### src/rtl/vp_pkg.sv
// Shared definitions for the vector processor issue path: opcodes, instruction width, issue FSM states.
package vp_pkg;

    localparam int unsigned INSTR_W = 13;

    localparam logic [1:0] OP_LOAD  = 2'b00;
    localparam logic [1:0] OP_STORE = 2'b01;
    localparam logic [1:0] OP_ADD   = 2'b10;
    localparam logic [1:0] OP_MUL   = 2'b11;

    typedef enum logic [1:0] {
        IDLE  = 2'd0,
        ISSUE = 2'd1,
        STALL = 2'd2
    } issue_state_e;

endpackage

### src/rtl/vp_sync_fifo.sv
// Synchronous FIFO with occupancy count; full/empty derive from the count, pointers wrap modulo DEPTH.
module vp_sync_fifo #(
    parameter int unsigned WIDTH = 13,
    parameter int unsigned DEPTH = 8
) (
    input  logic                     clk,
    input  logic                     reset,
    input  logic                     clear,
    input  logic                     push,
    input  logic                     pop,
    input  logic [WIDTH-1:0]         data_in,
    output logic [WIDTH-1:0]         head,
    output logic [$clog2(DEPTH):0]   count,
    output logic                     full,
    output logic                     empty
);

    localparam int unsigned AW = $clog2(DEPTH);
    localparam int unsigned CW = AW + 1;

    logic [WIDTH-1:0] mem [DEPTH];
    logic [AW-1:0]    wr_ptr;
    logic [AW-1:0]    rd_ptr;
    logic             push_ok;
    logic             pop_ok;

    assign full    = (count == CW'(DEPTH));
    assign empty   = (count == '0);
    assign push_ok = push && !full && !clear;
    assign pop_ok  = pop && !empty && !clear;
    assign head    = mem[rd_ptr];

    // Storage carries no reset; entries are only read once counted as valid.
    always_ff @(posedge clk) begin
        if (push_ok) begin
            mem[wr_ptr] <= data_in;
        end
    end

    always_ff @(posedge clk or negedge reset) begin
        if (!reset) begin
            wr_ptr <= '0;
            rd_ptr <= '0;
            count  <= '0;
        end else if (clear) begin
            wr_ptr <= '0;
            rd_ptr <= '0;
            count  <= '0;
        end else begin
            if (push_ok) begin
                wr_ptr <= wr_ptr + AW'(1);
            end
            if (pop_ok) begin
                rd_ptr <= rd_ptr + AW'(1);
            end
            case ({push_ok, pop_ok})
                2'b10:   count <= count + CW'(1);
                2'b01:   count <= count - CW'(1);
                default: count <= count;
            endcase
        end
    end

endmodule

### src/rtl/vp_instr_issue.sv
// Instruction issue stage: buffers host instructions and issues one per cycle, stalling ADD/MUL after a LOAD.
// Optional statistics counters (issued_cnt, stall_cnt) are enabled by defining VP_ISSUE_STATS_EN.
module vp_instr_issue
    import vp_pkg::*;
#(
    parameter int unsigned DEPTH    = 8,
    parameter int unsigned INSTR_W  = vp_pkg::INSTR_W,
    parameter int unsigned LOAD_GAP = 2
) (
    input  logic                   clk,
    input  logic                   reset,
    input  logic                   in_valid,
    input  logic [INSTR_W-1:0]     in_instr,
    output logic                   in_ready,
    input  logic                   run,
    input  logic                   flush,
    output logic [INSTR_W-1:0]     instr,
    output logic                   instr_valid,
    output logic [$clog2(DEPTH):0] level
`ifdef VP_ISSUE_STATS_EN
    ,
    output logic [31:0]            issued_cnt,
    output logic [31:0]            stall_cnt
`endif
);

    localparam int unsigned LW = $clog2(DEPTH) + 1;
    localparam int unsigned GW = 3;

    logic [INSTR_W-1:0] head;
    logic [LW-1:0]      count;
    logic               full;
    logic               empty;
    logic [1:0]         head_op_c;
    logic               push_c;
    logic               hazard_c;
    logic               issue_c;
    logic [GW-1:0]      gap_cnt;
    logic [GW-1:0]      gap_nxt;
    issue_state_e       state;
    issue_state_e       state_nxt;

    vp_sync_fifo #(
        .WIDTH (INSTR_W),
        .DEPTH (DEPTH)
    ) u_fifo (
        .clk     (clk),
        .reset   (reset),
        .clear   (flush),
        .push    (push_c),
        .pop     (issue_c),
        .data_in (in_instr),
        .head    (head),
        .count   (count),
        .full    (full),
        .empty   (empty)
    );

    assign in_ready  = !full;
    assign level     = count;
    assign head_op_c = head[INSTR_W-1 -: 2];
    assign push_c    = in_valid && !full && !flush;
    assign hazard_c  = ((head_op_c == OP_ADD) || (head_op_c == OP_MUL)) && (gap_cnt != '0);
    assign issue_c   = run && !empty && !hazard_c && !flush;

    // Next state reflects what happens on the coming edge; gap counter reloads on every issued LOAD.
    always_comb begin
        state_nxt = state;
        gap_nxt   = gap_cnt;
        if (flush || !run || empty) begin
            state_nxt = IDLE;
        end else if (hazard_c) begin
            state_nxt = STALL;
        end else begin
            state_nxt = ISSUE;
        end
        if (flush) begin
            gap_nxt = '0;
        end else if (issue_c && (head_op_c == OP_LOAD)) begin
            gap_nxt = GW'(LOAD_GAP);
        end else if (gap_cnt != '0) begin
            gap_nxt = gap_cnt - GW'(1);
        end
    end

    always_ff @(posedge clk or negedge reset) begin
        if (!reset) begin
            state       <= IDLE;
            gap_cnt     <= '0;
            instr       <= '0;
            instr_valid <= 1'b0;
        end else begin
            state       <= state_nxt;
            gap_cnt     <= gap_nxt;
            instr_valid <= issue_c;
            if (issue_c) begin
                instr <= head;
            end
        end
    end

`ifdef VP_ISSUE_STATS_EN
    always_ff @(posedge clk or negedge reset) begin
        if (!reset) begin
            issued_cnt <= '0;
            stall_cnt  <= '0;
        end else if (flush) begin
            issued_cnt <= '0;
            stall_cnt  <= '0;
        end else begin
            if (issue_c) begin
                issued_cnt <= issued_cnt + 32'd1;
            end
            if (state == STALL) begin
                stall_cnt <= stall_cnt + 32'd1;
            end
        end
    end
`endif

endmodule
### config.mk
export PLATFORM = sky130hd
export DESIGN_NAME = vp_instr_issue
export DESIGN_NICKNAME = d
export VERILOG_FILES = /design/src/rtl/vp_pkg.sv /design/src/rtl/vp_sync_fifo.sv /design/src/rtl/vp_instr_issue.sv
export SDC_FILE = /design/constraint.sdc
export NUM_CORES = 1
export LEC_CHECK = 0
export CORE_MARGIN = 2
export CORE_UTILIZATION = 61
export CTS_BUF_LIST = sky130_fd_sc_hd__clkbuf_2 sky130_fd_sc_hd__clkbuf_4 sky130_fd_sc_hd__clkbuf_8
export CTS_CLUSTER_SIZE = 25
export DETAILED_ROUTE_END_ITERATION = 10
export PLACE_DENSITY = 0.94
export SLEW_MARGIN = 25
export SYNTH_ARGS = -nofsm -noshare
export SYNTH_HDL_FRONTEND = slang
export SYNTH_SLANG_ARGS = --single-unit
### constraint.sdc
create_clock -name clk -period 4.2 [get_ports clk]
set_clock_uncertainty 0.15 [all_clocks]
set_input_delay 0.63 -clock clk [delete_from_list [all_inputs] [get_ports clk]]
set_output_delay 0.63 -clock clk [all_outputs]
set_load 0.03 [all_outputs]
==> flow_summary.ini <==
[drt]
via_count = 2797
drtIter0Drc = 215
post_drt_wl_per_cell_um = 19.89
via_per_inst = 5.938
ant_nets = 0
drt_pass1_iterations = 4
drc = 0
routed_wl_um = 9368

[clock_tree]
cts_made_buffers = 17
hold_buffers = 0
post-cts-setup-buffers = 0
path_clk_slew_ns = 0.08
cts_num_sinks = 131
cts_tree = built
clock_path_buffers = 2
ctsResizeCount = 0
root_buffer = clkbuf_8
insertion_delay_ns = 0.43
h-tree-depth = 4

[synth]
synthesis.nets = 323
synth_top_area_cell = edfxtp_1
ys_types = 39
yosysSeqAreaShare_pct = 72.15
yosys-top-cells-area = edfxtp_1 59%, dfrtp_1 13%, mux4_2 11%
yosysWarnings = 0
ys_ff_latch = 131
syn_area_mm2 = 0.005265
yosysTopAreaCellShare_pct = 59.32
postSynthCellCount = 298
avgSynthCellArea_um2 = 17.67

[timing]
finalHoldViolCount = 0
layout_min_cycle_time_ns = 3.297
tightest_slew_ns = 0.7543
period_share_pct = 78.50
maxSlewViolCount = 0
fin_tns_setup_ns = 0
fin_ws_ns = 0.9030
whs_ns = 0.3309
setup_viol = 0
rsz0062_at_grt = false
slew-limit-headroom_pct = 49.53
clock.fmax_mhz = 303.3

[floorplan]
chipHeight_um = 96.91
dieArea_mm2 = 0.009391
io_pins = 37
fp.dieW_um = 96.91
coreArea_mm2 = 0.008299
rows = 33
start_util_pct = 63.44

[pwr]
p_switching_mw = 1.049
switching_share_pct = 28.99
clkPwrFrac_pct = 30.6
combPwrFrac_pct = 25.3
power_density_mw_per_mm2 = 579.7
pwr-share-seq_pct = 44.1
p_int_mw = 2.569
p_leak_nw = 2.178
power_mw = 3.618
vdd_drop_max_uv = 313.5

[hold_path]
min_path_type = reg -> reg
hold_start = instr[10]$_DFFE_PN0N_
whs_path_depth = 2
hold_end = instr[10]$_DFFE_PN0N_

[worst_setup_path]
cp_slowest_stage_delay_ns = 0.72
cpMaxStageDelayCell = or4b_2
crit_path_start_kind = flop
timing.rr.start = u_fifo.count[0]$_DFFE_PN0P_
r2r_setup_slack_ns = 0.90
r2r_end = u_fifo.count[3]$_DFFE_PN0P_
cp_data_required_time_ns = 4.36
cpLargestDelayFamily = simple AND/OR/NAND/NOR gates
critical_path_class = reg -> reg
r2r_cells = 9
cp_num_buf_inv = 0
cp_cell_sequence = or4b_2 -> and2_1 -> nor2_1 -> ha_1 -> a21o_1 -> a21oi_1 -> o2111ai_1 -> o31a_1 -> mux2_4
crit_arrival_ns = 3.46
cp_max_fo = 7
cp-end-kind = flop

[place]
io_buffers = 36
dp_cells = 439
dp.final_hpwl_um = 6087
dpl_cell_area_mm2 = 0.005813
post-place-ws_ns = 0.7639
gp_congestion = 0.8517

[final_layout]
nNetsFinal = 378
antenna_cells = 0
layout_common_cells = 104 x edfxtp_1, 36 x clkdlybuf4s50_1, 26 x dfrtp_1
final_common_cell = edfxtp_1
final_core_util_pct = 75.20
areaGrowthSynthToFinish_pct = 18.54
fin_area_mm2 = 0.006241
final_cells = 471
drive_gt1_share_pct = 21.58

[grt]
antenna_found_initial = 0
grt-ovfl-total = 0
first_global_vias = 2916
grt_util_met1_pct = 27.30
use_met2_pct = 35.42
grt_pass1_wl_um = 14990
grt_max_degree = 31
grt_util_all_layers_pct = 21.63
grt-busiest-layer = met2
grtUsageMet3_pct = 6.142

[outcome]
status = complete, no violations

[flow_run]
cap_violations = 0
## worst max-delay path by stage
stage	start	end	slack [ns]	cells past startpoint
6_report	u_fifo.count[0]$_DFFE_PN0P_	u_fifo.count[3]$_DFFE_PN0P_	0.90	9
5_1_grt	u_fifo.count[1]$_DFFE_PN0P_	u_fifo.count[3]$_DFFE_PN0P_	0.83	9
4_1_cts	u_fifo.count[1]$_DFFE_PN0P_	u_fifo.count[3]$_DFFE_PN0P_	0.97	9
3_5_place_dp	run	u_fifo.count[3]$_DFFE_PN0P_	0.76	11
3_3_place_gp	run	u_fifo.count[3]$_DFFE_PN0P_	0.91	11
2_1_floorplan	u_fifo.count[1]$_DFFE_PN0P_	u_fifo.count[3]$_DFFE_PN0P_	0.87	10
## final cells by class
| class | count | area (µm²) |
|---|---|---|
| fill | 449 | 2058 |
| clock inverter | 11 | 151.4 |
| tap | 105 | 131.4 |
| inverter | 3 | 11.26 |
| sequential | 131 | 3800 |
| multi-input combinational | 149 | 1398 |
| clock buffer | 21 | 276.5 |
| timing repair buffer | 51 | 473.0 |
## sequential cells by signal (all words and copies together), names as in the netlist
register       flops
u_fifo.wr_ptr      3
u_fifo.rd_ptr      3
u_fifo.mem       104
u_fifo.count       4
instr             13
gap_cnt            3
instr_valid        1
## Yosys cell counts
library cell and n:
a211oi_1 2, a21o_1 2, a21oi_1 7, a22oi_1 2, a32oi_1 1, and2_0 1, and2_1 3, and3_1 1
buf_1 3, buf_2 3, buf_6 1, clkbuf_1 8, dfrtp_1 27, edfxtp_1 104, fa_1 1, ha_1 6
inv_1 2, inv_2 1, mux2_4 1, mux2i_1 19, mux4_2 25, nand2_1 21, nand2b_1 4, nand3_1 1
nand3b_1 2, nor2_1 15, nor2b_1 5, nor3_1 4, nor3b_1 2, o2111ai_1 1, o211ai_1 1, o21ai_0 13
o21ai_2 1, o31a_1 1, or3_1 1, or4_1 1, or4b_2 1, xnor2_1 3, xor2_1 1
## metal layers
metal	wire, µm	part of all wire (%)
met5	0	0
met4	165	1.8
met3	643	6.9
met2	4826	52
met1	3732	40
## power by group through the flow
stage          Clock, mW  Sequential, mW  Combinational, mW
2_1_floorplan          0            1.75              0.500
3_3_place_gp           0            1.61              0.892
3_5_place_dp           0            1.62              0.917
4_1_cts             1.13            1.60              0.922
5_1_grt             1.19            1.61              0.991
6_report            1.11            1.60              0.915
## tightest hold or removal path, stage by stage, from the launching register on
cell     delay, ns
dfrtp_1       0.35
nand2_1       0.04
o21ai_0       0.06
## cells by family after synthesis
group                      after synthesis  synth area share (%)
muxes                                   45                 14.59
and+or+nand+nor                         62                 5.727
xor gates and xnor gates                 4                0.6655
AOI/OAI and AO/OA                       31                 3.564
buffers and inverters                   18                 1.497
adders and majority gates                7                 1.806
DFF                                    131                 72.15
(Power assumes the default switching activity.)
